**config.mk**
```make
export PLATFORM = sky130hd
export DESIGN_NAME = pipe_ctrl_flat
export DESIGN_NICKNAME = d
export VERILOG_FILES = /design/src/rtl/pipe_ctrl_if.sv /design/src/rtl/pipe_ctrl.sv /design/src/flat_wrapper.sv
export SDC_FILE = /design/constraint.sdc
export NUM_CORES = 1
export LEC_CHECK = 0
export ABC_AREA = 1
export BUFFER_PORTS_ARGS = -buffer_cell sky130_fd_sc_hd__buf_2
export CAP_MARGIN = 20
export CORE_MARGIN = 5
export CORE_UTILIZATION = 45
export CTS_BUF_LIST = sky130_fd_sc_hd__clkbuf_16
export CTS_CLUSTER_DIAMETER = 150
export DETAILED_ROUTE_END_ITERATION = 8
export PLACE_DENSITY_LB_ADDON = 0.05
export REMOVE_ABC_BUFFERS = 1
export SYNTH_ARGS = -nofsm -noshare
export SYNTH_HDL_FRONTEND = slang
export SYNTH_SLANG_ARGS = --single-unit
```
**constraint.sdc**
```tcl
create_clock -name clk -period 3.7 [get_ports clk]
set_input_delay 0.37 -clock clk [delete_from_list [all_inputs] [get_ports clk]]
set_output_delay 0.37 -clock clk [all_outputs]
set_load 0.02 [all_outputs]
```
**src/rtl/pipe_ctrl_if.sv**
```systemverilog
// pipe_ctrl_if: hazard-control bundle between pipeline datapath and pipe_ctrl.
// master = datapath side (drives hazard info, receives stall/flush)
// slave  = controller side (receives hazard info, drives stall/flush)
interface pipe_ctrl_if;
    logic [4:0] id_rs1;
    logic [4:0] id_rs2;
    logic [1:0] id_uses_rs;
    logic       id_is_csr;
    logic [4:0] ex_rd;
    logic       ex_is_load;
    logic       ex_redirect;
    logic       mem_req;
    logic       mem_ready;
    logic       stall_fd;
    logic       flush_fd;
    logic       stall_de;
    logic       flush_de;
    logic       stall_em;
    logic       stall_mw;
    logic       stall_pc;

    modport master (
        output id_rs1, id_rs2, id_uses_rs, id_is_csr, ex_rd, ex_is_load, ex_redirect, mem_req, mem_ready,
        input  stall_fd, flush_fd, stall_de, flush_de, stall_em, stall_mw, stall_pc
    );

    modport slave (
        input  id_rs1, id_rs2, id_uses_rs, id_is_csr, ex_rd, ex_is_load, ex_redirect, mem_req, mem_ready,
        output stall_fd, flush_fd, stall_de, flush_de, stall_em, stall_mw, stall_pc
    );
endinterface

```
**src/rtl/pipe_ctrl.sv**
```systemverilog
// pipe_ctrl: 5-stage pipeline hazard controller (mem wait, redirect, CSR drain, load-use).
// Ports: clk, nrst (sync active-low), pif (pipe_ctrl_if.slave: hazard inputs, stall/flush outputs).
// Optional macro PIPE_CTRL_PERF_EN adds perf_stall_cycles / perf_flush_events (32-bit, saturating).
module pipe_ctrl #(
    parameter int CSR_DRAIN_CYCLES = 3
) (
    input  logic              clk,
    input  logic              nrst,
`ifdef PIPE_CTRL_PERF_EN
    output logic [31:0]       perf_stall_cycles,
    output logic [31:0]       perf_flush_events,
`endif
    pipe_ctrl_if.slave        pif
);
    typedef enum logic {RUN, DRAIN} state_t;

    localparam logic [3:0] DRAIN_INIT = 4'(CSR_DRAIN_CYCLES);

    state_t     state, state_nxt, state_eff;
    logic [3:0] cnt, cnt_nxt, cnt_eff;
    logic       csr_done, csr_done_nxt, csr_done_eff;
    logic       mem_wait, load_use;
    logic       stall_pc, stall_fd, stall_de, stall_em, stall_mw, flush_fd, flush_de;

    // While nrst is low the outputs follow the RUN-state function, so any
    // in-flight drain leaves no residual bubbles even before the reset edge.
    assign state_eff    = nrst ? state : RUN;
    assign cnt_eff      = nrst ? cnt : 4'd0;
    assign csr_done_eff = nrst && csr_done;

    assign mem_wait = pif.mem_req && !pif.mem_ready;
    assign load_use = pif.ex_is_load && (pif.ex_rd != 5'd0) &&
                      ((pif.id_uses_rs[0] && (pif.id_rs1 == pif.ex_rd)) ||
                       (pif.id_uses_rs[1] && (pif.id_rs2 == pif.ex_rd)));

    // csr_done marks the single cycle after a drain completes: the CSR op is
    // still sitting in decode and must be let through instead of re-draining.
    always_comb begin
        state_nxt    = state_eff;
        cnt_nxt      = cnt_eff;
        csr_done_nxt = 1'b0;
        stall_pc     = 1'b0;
        stall_fd     = 1'b0;
        stall_de     = 1'b0;
        stall_em     = 1'b0;
        stall_mw     = 1'b0;
        flush_fd     = 1'b0;
        flush_de     = 1'b0;
        if (mem_wait) begin
            stall_pc     = 1'b1;
            stall_fd     = 1'b1;
            stall_de     = 1'b1;
            stall_em     = 1'b1;
            stall_mw     = 1'b1;
            csr_done_nxt = csr_done_eff;
        end else if (pif.ex_redirect) begin
            flush_fd  = 1'b1;
            flush_de  = 1'b1;
            state_nxt = RUN;
            cnt_nxt   = 4'd0;
        end else if (state_eff == DRAIN) begin
            stall_pc = 1'b1;
            stall_fd = 1'b1;
            flush_de = 1'b1;
            if (cnt_eff <= 4'd1) begin
                state_nxt    = RUN;
                cnt_nxt      = 4'd0;
                csr_done_nxt = 1'b1;
            end else begin
                cnt_nxt = cnt_eff - 4'd1;
            end
        end else if (pif.id_is_csr && !csr_done_eff) begin
            // The drain bubbles also cover any concurrent load-use hazard.
            stall_pc  = 1'b1;
            stall_fd  = 1'b1;
            flush_de  = 1'b1;
            state_nxt = DRAIN;
            cnt_nxt   = DRAIN_INIT;
        end else if (load_use) begin
            stall_pc = 1'b1;
            stall_fd = 1'b1;
            flush_de = 1'b1;
        end
    end

    always_ff @(posedge clk) begin
        if (!nrst) begin
            state    <= RUN;
            cnt      <= 4'd0;
            csr_done <= 1'b0;
        end else begin
            state    <= state_nxt;
            cnt      <= cnt_nxt;
            csr_done <= csr_done_nxt;
        end
    end

    assign pif.stall_pc = stall_pc;
    assign pif.stall_fd = stall_fd;
    assign pif.stall_de = stall_de;
    assign pif.stall_em = stall_em;
    assign pif.stall_mw = stall_mw;
    assign pif.flush_fd = flush_fd;
    assign pif.flush_de = flush_de;

`ifdef PIPE_CTRL_PERF_EN
    always_ff @(posedge clk) begin
        if (!nrst) begin
            perf_stall_cycles <= 32'd0;
            perf_flush_events <= 32'd0;
        end else begin
            if (stall_fd && (perf_stall_cycles != 32'hFFFF_FFFF))
                perf_stall_cycles <= perf_stall_cycles + 32'd1;
            if (pif.ex_redirect && !mem_wait && (perf_flush_events != 32'hFFFF_FFFF))
                perf_flush_events <= perf_flush_events + 32'd1;
        end
    end
`endif
endmodule

```
**src/flat_wrapper.sv**
```systemverilog
// flat-port wrapper written by rule: the top's interface ports become plain ports
module pipe_ctrl_flat 
#(
    parameter int CSR_DRAIN_CYCLES = 3
)
  (clk, nrst, pif_id_rs1, pif_id_rs2, pif_id_uses_rs, pif_id_is_csr, pif_ex_rd, pif_ex_is_load, pif_ex_redirect, pif_mem_req, pif_mem_ready, pif_stall_fd, pif_flush_fd, pif_stall_de, pif_flush_de, pif_stall_em, pif_stall_mw, pif_stall_pc);
  pipe_ctrl_if pif_i ();
  input  logic clk;
  input  logic nrst;
  input wire logic [$bits(pif_i.id_rs1)-1:0] pif_id_rs1;
  input wire logic [$bits(pif_i.id_rs2)-1:0] pif_id_rs2;
  input wire logic [$bits(pif_i.id_uses_rs)-1:0] pif_id_uses_rs;
  input wire logic [$bits(pif_i.id_is_csr)-1:0] pif_id_is_csr;
  input wire logic [$bits(pif_i.ex_rd)-1:0] pif_ex_rd;
  input wire logic [$bits(pif_i.ex_is_load)-1:0] pif_ex_is_load;
  input wire logic [$bits(pif_i.ex_redirect)-1:0] pif_ex_redirect;
  input wire logic [$bits(pif_i.mem_req)-1:0] pif_mem_req;
  input wire logic [$bits(pif_i.mem_ready)-1:0] pif_mem_ready;
  output wire logic [$bits(pif_i.stall_fd)-1:0] pif_stall_fd;
  output wire logic [$bits(pif_i.flush_fd)-1:0] pif_flush_fd;
  output wire logic [$bits(pif_i.stall_de)-1:0] pif_stall_de;
  output wire logic [$bits(pif_i.flush_de)-1:0] pif_flush_de;
  output wire logic [$bits(pif_i.stall_em)-1:0] pif_stall_em;
  output wire logic [$bits(pif_i.stall_mw)-1:0] pif_stall_mw;
  output wire logic [$bits(pif_i.stall_pc)-1:0] pif_stall_pc;
  assign pif_i.id_rs1 = pif_id_rs1;
  assign pif_i.id_rs2 = pif_id_rs2;
  assign pif_i.id_uses_rs = pif_id_uses_rs;
  assign pif_i.id_is_csr = pif_id_is_csr;
  assign pif_i.ex_rd = pif_ex_rd;
  assign pif_i.ex_is_load = pif_ex_is_load;
  assign pif_i.ex_redirect = pif_ex_redirect;
  assign pif_i.mem_req = pif_mem_req;
  assign pif_i.mem_ready = pif_mem_ready;
  assign pif_stall_fd = pif_i.stall_fd;
  assign pif_flush_fd = pif_i.flush_fd;
  assign pif_stall_de = pif_i.stall_de;
  assign pif_flush_de = pif_i.flush_de;
  assign pif_stall_em = pif_i.stall_em;
  assign pif_stall_mw = pif_i.stall_mw;
  assign pif_stall_pc = pif_i.stall_pc;
  pipe_ctrl #(.CSR_DRAIN_CYCLES(CSR_DRAIN_CYCLES)) u_core (.clk(clk), .nrst(nrst), .pif(pif_i));
endmodule
```
==> results.txt, run 1 <==
* Outcome: complete, no violations
* Largest fanout on the critical path: 4
* Via-to-Cell Ratio: 4.48
- In the routed design, unresolved DRC markers number 0.
- Congestion Overflow GR: 0
- The detailed router placed 734 vias in this run.
- The worst hold path belongs to the class flop to flop.
- Share of cells above drive strength 1: 39.2%
* Reported leakage power: 0.580 nW
- Setup CP Type: input pin to output pin
* Transition at the pin with the smallest max-transition slack: 0.283 ns
- Core ar.: 1510 um^2
- In this design, the stage delay of the slowest critical-path cell is 0.16 ns.
- Worst Hold Path EP: u_core.csr_done
- The netlist uses 24 different library cells.
* GRT Resource Usage Total: 12.9%
- Routability congestion estimate from global placement: 0.809
- For this block, the initial DRC count from the detailed router was 1.
- In this design, the critical path's most frequently occurring cell is nand2_1.
* Arrival @ worst endpoint: 1.29 ns
- The synthesized netlist occupies a cell area of 717 um^2.
- Layout area overhead: 29.5%
- Die extent in y: 49.9 um
* Hold Fails Final Rpt: 0
* Net count reported at finish: 176
* Worst supply voltage drop on vdd: 0.320 mV
- The initial utilization of the core area, before any placement, comes to 47.6%.
* Fin. max-slew vios: 0
* PD cells: 346 nW/um^2
- Setup bufs post-CTS: 0
* Sort of element at the end of the critical path: output pin
- Data on the critical path is required at its endpoint by 3.33 ns.
- Counting flops and latches in the post-synthesis netlist gives 6.
* Pin count of the biggest net entering global routing: 10
- The top cell type by area accounts for 21.5% of the synthesized area.
* Final setup violation count: 0
- Routed length per placed instance: 9.21 um
* Mean area per synthesized cell: 6.02 um^2
- By area the synthesized netlist is led by nand2_1 (21%), dfxtp_1 (17%), inv_1 (8.4%).
* Row count: 14
- Launch instance of the worst register-to-register path: u_core.cnt[1]
* Worst reg2reg endpoint: u_core.cnt[2]
* R2r worst-path depth: 7
- Diodes inserted: 0
* Remaining antenna violation count: 0
* Clock-pin transition on the worst setup and hold timing paths: 0.04 ns
* WHS Path Cells: 2
- In this run the most critical hold path is launched from u_core.csr_done.
- After clock tree synthesis, the flow added hold-fix buffers numbering 0.
* Source-to-sink clock delay at the later pin of the worst-skew pair: 0.23 ns
- Ordered list of cells on the worst path: buf_2 > inv_2 > nand2_1 > nand2_1 > nor2_1 > nand3_1 > nand2_1 > nand2_1 > nand2_1 > nand2_1 > nand2_1 > buf_2
* Critical Path Start Type: input pin
- Number of warnings issued by yosys: 0
- Area enclosed by the die boundary: 2490 um^2
* Final clock skew: 0.00386 ns
- Crit path time final: 1.66 ns
- Setup repair after global routing left no endpoint under its margin.
- The HPWL after detailed placement is 1270 um.
* Minimum setup slack among reg-to-reg paths: 2.37 ns
- H-tree depth: 1
- Gate Count Post-Synth: 119
* Vias in the first global route: 635
* Total Routed Length: 1510 um
* Max transition margin: 81.1%
- After layout, the design draws a total of 0.321 mW.
- Cell type with the highest aggregate area in the netlist: nand2_1
- Global-route wire length before repair: 2520 um
* Clock tree from TritonCTS: yes
- In this run, CTS created clock tree buffers numbering 3.
- Sequential elements use 16.8% of the synthesized area.
- During I/O placement, the number of pins put on the boundary was 31.
* Achievable clock frequency: 603 MHz
* Cts repair resizes: 0
- For this design, the sink count on the clock tree is 6.
- Initial antenna violation count: 0
- Die width: 49.9 um
- Post-place setup slack: 2.02 ns
- Leaving out fill and tap cells, the most frequent cell in the layout is nand2_1.
- Final sum of negative setup slack: 0 ns
* Number of maximum-capacitance violations: 0
- Number of detailed-route iterations in the first pass: 2
- Root Buffer: clkbuf_16
- On the critical path, the stage with the largest delay is an instance of buf_2.
- Final period utilization: 44.8%
- In the post-route analysis, the smallest setup slack over all paths is 2.04 ns.
- Longest Clk Path Bufs: 2
- The top cell types in the final layout, fill and taps aside, are nand2_1 (41), buf_2 (30), inv_1 (16).
* Port bufs: 30
-- cell usage after synthesis --
cell type and n:
nand2_1 41, o21ai_1 4, nor2_4 2, xnor2_1 2, nand2_2 4, buf_6 1, ha_1 2, nand3_2 2
nand3_1 4, dfxtp_1 6, clkinv_1 1, o211ai_2 1, o21ai_2 1, nand2_4 4, buf_4 3, a22oi_2 1
nor2_2 1, inv_2 6, o31ai_2 1, nor2_1 13, a21oi_2 1, o21bai_2 1, o22ai_1 1, inv_1 16
-- worst max-delay path: cells and delay by family --
family                 cells  cell delay [ns]
and+or+nand+nor            9             0.60
buffers and inverters      3             0.32
-- worst max path at each step --
stage / from / to / depth (start not counted)
after global placement: nrst / pif_stall_fd / 8
after detailed placement: nrst / u_core.cnt[2] / 8
after CTS: nrst / pif_stall_pc / 8
final: pif_ex_rd[4] / pif_stall_pc / 12
after global routing: nrst / pif_stall_pc / 8
after floorplan: pif_mem_req / pif_stall_fd / 4
-- cell type report --
| class | instances | area, um^2 |
|---|---|---|
| inverters | 23 | 86.3 |
| flip-flops and latches | 6 | 120 |
| fillers | 158 | 578 |
| well taps | 16 | 20.0 |
| multi-input cells | 86 | 477 |
| clock buffers | 3 | 75.1 |
| repair buffers | 30 | 150 |
-- registers in the layout, indices dropped and copies added (netlist names) --
name / cells
u_core.cnt: 4
u_core.csr_done: 1
u_core.state: 1
-- metal layers --
metal	part of all wire, %	vias up	wire length, um	global-route usage [%]
met1	47	297	711	16.7
met4	0.73	0	11	3.93
li1	-	416	-	-
met2	44	19	668	18.6
met3	7.8	2	118	6.33
met5	0	-	0	0
-- through the flow --
stage	hold slack (ns)	std cells	instance area (um^2)	util [%]
CTS	0.466	164	928	61.6
finish	0.465	164	928	61.6
global route	0.485	164	928	61.6
global placement	0.455	161	853	56.6
floorplan	0.442	115	683	-
detailed placement	0.461	161	853	56.6
-- where the power goes --
part	leakage, nW	internal, mW	switching [mW]
logic	0.494	0.0302	0.0450
registers	0.0489	0.0676	0.00168
clock network	0.0370	0.139	0.0378
total	0.580	0.237	0.0845
-- logic make-up after synthesis --
group | synth area share [%]
adders and majority gates | 3.49
buffers and inverters | 16.8
AOI/OAI and AO/OA | 12.9
and+or+nand+nor | 47.6
xor gates and xnor gates | 2.44
DFF | 16.8
Power figures use the tool's default switching activity.
==> inputs of run 2 (changes only) <==
ABC_AREA = 0   (was 1)
CORE_UTILIZATION = 38   (was 45)
clock period = 1.5 ns   (was 3.7 ns; I/O delays follow)
==> results.txt, run 2 <==
- The flow ran to the end, but the final reports show violations.
* Failing checks: negative setup slack
- Final clock skew: 0.000840 ns (-0.00302 ns)
- The maximum fanout count along the critical path is 3 (-1).
- Number of warnings issued by yosys: 0 (unchanged)
* Fin. max-slew vios: 0 (unchanged)
- Cell with the most instances after synthesis: xor2_1
* Setup CP Type: flop to flop
* Initial standard-cell utilization of the core: 39.2% (-8.4 points)
- The area used by sequential logic in the layout was 123 um^2 (+2.1%).
- After layout, the worst path uses 101% of the clock period.
* Buf/Inv on CP: 1 (-2)
- Pin count of the biggest net entering global routing: 13 (+3)
* Most frequent cells in the layout: buf_2 (21), buf_4 (15), xor2_1 (8)
- The max-slew headroom at the worst pin was 79.9% (-1.2 points).
- The final-report hold violation count is 0 (unchanged).
- The height of the die is 49.0 um (-1.9%).
* Fraction of post-synthesis cell area in the top cell type by area: 20.8% (-0.64 points)
- Layout area overhead: 74.8%
- Transition at the pin with the smallest max-transition slack: 0.302 ns (+0.0187 ns)
* GRT Resource Usage Total: 14.2% (+1.3 points)
- Setup repair after global routing could not meet its margin everywhere.
* Delay contributed by the slowest stage of the critical path: 0.34 ns (+0.18 ns)
- Area enclosed by the die boundary: 2400 um^2 (-3.8%)
* Final sum of negative setup slack: -0.0217 ns (-0.0217 ns)
- Violation count after the first detailed-route iteration: 3 (+2)
- Clock tree sinks: 6 (unchanged)
- Number of flip-flops in the largest register: 4 (unchanged)
- Combined area of all synthesized cells: 577 um^2 (-20%)
- The width of the die came to 49.0 um (-1.9%).
- The later-pin clock latency in the skew report came to 0.23 ns (about the same).
- Most common library cell in the layout ignoring fill and taps: buf_2
- The most used flip-flop cell after synthesis is dfxtp_1.
* Ordered list of cells on the worst path: nand2_2 > inv_2 > ha_4 > or2_4 > a2111oi_4 > nand2_1 > o211ai_1
- Combined area of the multi-input logic cells: 487 um^2 (+2.1%)
- Cts bufs inserted: 3 (unchanged)
* Initial antenna violation count: 0 (unchanged)
* HP Class: input pin to flop
- The largest registers in the layout are u_core.cnt (4), u_core.csr_done (1), u_core.state (1).
- For this run, the top clock speed supported by timing is 661 MHz.
* Crit path time final: 1.51 ns
* Longest Clk Path Bufs: 2 (unchanged)
* Net count reported at finish: 138 (-22%)
* Final setup violation count: 2 (+2)
- The worst setup path is launched from a flop.
- CTS placed an instance of clkbuf_16 at the clock tree root.
- Remaining antenna violation count: 0 (unchanged)
- The placed instance count was 120 (-25%).
- The per-cell routed wire length is 13.4 um (+46%).
- PnR worst setup slack: -0.0127 ns (-2.05 ns)
- Cell type with the highest aggregate area in the netlist: dfxtp_1
* Post-synth EDFFs: 0 (unchanged)
- The I/O pin count came to 31 (unchanged).
- Number of maximum-capacitance violations: 0 (unchanged)
- The post-CTS clock slew at the launch and capture registers of the worst setup and hold paths was 0.03 ns (about the same).
- The final antenna diode count came to 0 (unchanged).
- Arrival @ worst endpoint: 1.66 ns (+0.37 ns)
- WP data required: 1.65 ns (-1.68 ns)
- Largest Register: u_core.cnt
* Mean area per synthesized cell: 8.48 um^2 (+41%)
* Worst hold slack: 0.331 ns (-0.134 ns)
- The number of vias per cell is 5.23 (+17%).
* Synth cell types: 34 (+42%)
- The number of detailed-route iterations in the first pass was 2 (unchanged).
- List of most frequent post-synthesis cells: xor2_1 (8), nand2_1 (7), dfxtp_1 (6), o31ai_1 (4)
- The proportion of register bits with asynchronous set or reset after synthesis was 0% (unchanged).
- The worst setup path is captured at a flop.
- The last weighted congestion value of the routability-driven placer was 0.782 (-3.3%).
- Total of fill cells in the finished design: 133 (-16%)
* Reported leakage power: 0.442 nW (-24%)
- The number of buffers inserted for hold repair after clock tree synthesis was 0 (unchanged).
- Core ar.: 1470 um^2 (-2.3%)
* Row count: 14 (unchanged)
- The synthesized flop and latch total is 6 (unchanged).
- Cell class contributing the biggest share of worst-path delay: compound AO/OA/AOI/OAI gates
* Global-route wire length before repair: 2730 um (+8.5%)
- Leading cell types by total area after synthesis: dfxtp_1 (21%), xor2_1 (12%), o31ai_1 (5.2%)
- The remaining routing DRC violations came to 0 (unchanged).
* Detailed placer's ending HPWL: 1210 um (-4.7%)
* Gate Count Post-Synth: 68 (-43%)
- TritonCTS built the clock tree.
* Worst supply voltage drop on vdd: 0.405 mV (+27%)
- The total detailed-routing wirelength was 1690 um (+12%).
- Via count: 659 (-10%)
* Congestion Overflow GR: 0 (unchanged)
- Share of cells above drive strength 1: 57.3% (+18 points)
- Minimum setup slack among reg-to-reg paths: -0.01 ns (-2.38 ns)
* Port bufs: 30 (unchanged)
- Non-Filler Instances: 126 (-23%)
- The power per cell area was 815 nW/um^2 (+140%).
- H-tree depth: 1 (unchanged)
- The sequential-to-total area share from yosys stat came to 20.8% (+4.1 points).
- The via count of the first global-routing pass is 678 (+6.8%).
- The slowest stage of the critical path belongs to the cell a2111oi_4.
==> run 2: worst paths after layout <==
path            startpoint             to  cells after the start
min reg2reg  u_core.cnt[3]  u_core.cnt[3]                      2
max reg2reg  u_core.cnt[0]  u_core.cnt[2]                      7
min            pif_mem_req   u_core.state                      4
max          u_core.cnt[0]  u_core.cnt[2]                      7
==> run 2: stage by stage <==
stage / utilization [%] / total power [mW] / setup WS (ns) / cell area [um^2]
finish: 68.5 / 0.822 / -0.0127 / 1010
global route: 68.5 / 0.862 / -0.0810 / 1010
CTS: 61.9 / 0.798 / -0.00246 / 911
detailed placement: 54.0 / 0.349 / -0.123 / 795
global placement: 54.0 / 0.349 / -0.115 / 795
floorplan: - / 0.260 / -0.355 / 549
==> run 2: worst min-delay path, cell delays in order <==
cell	delay (ns)
buf_2	0.09
nand2b_2	0.09
o211ai_1	0.09
a21boi_0	0.08
==> run 2: where the power goes <==
part / leakage, nW / switching [mW] / total (mW) / internal (mW)
Clock: 0.0370 / 0.0921 / 0.435 / 0.342
Sequential: 0.0496 / 0.00429 / 0.171 / 0.167
Combinational: 0.356 / 0.102 / 0.216 / 0.114
==> run 2: layer usage <==
metal,routed length [um],track usage (%)
met1,730,17.3
met2,827,22.4
met3,105,2.45
met4,27,9.42
met5,0,0
==> run 2: kinds of logic (layout without fill, tap and decap cells) <==
logic type                 after synthesis  count (layout)  share of synthesized area [%]
AOI/OAI and AO/OA                       21              21                           31.2
and+or+nand+nor                         23              23                           22.3
DFF                                      6               6                           20.8
adders and majority gates                2               2                           4.34
xor gates and xnor gates                10              10                           15.2
buffers and inverters                    6              48                           6.07
==> run 2: timing repair <==
item | 4_1_cts | 5_1_grt
endpoints found under the setup margin | 6 | 7
setup buffers | 1 | 2
pin swaps | 1 | 12
hold endpoints to repair | 0 | 0
gates resized for setup | 12 | 17
==> run 2: layout make-up <==
class | count | share of cell area [%]
multi-input cells | 56 | 48.3
clock buffers | 3 | 7.44
repair buffers | 43 | 29.4
inverters | 2 | 0.744
well taps | 16 | 1.99
flip-flops and latches | 6 | 12.2
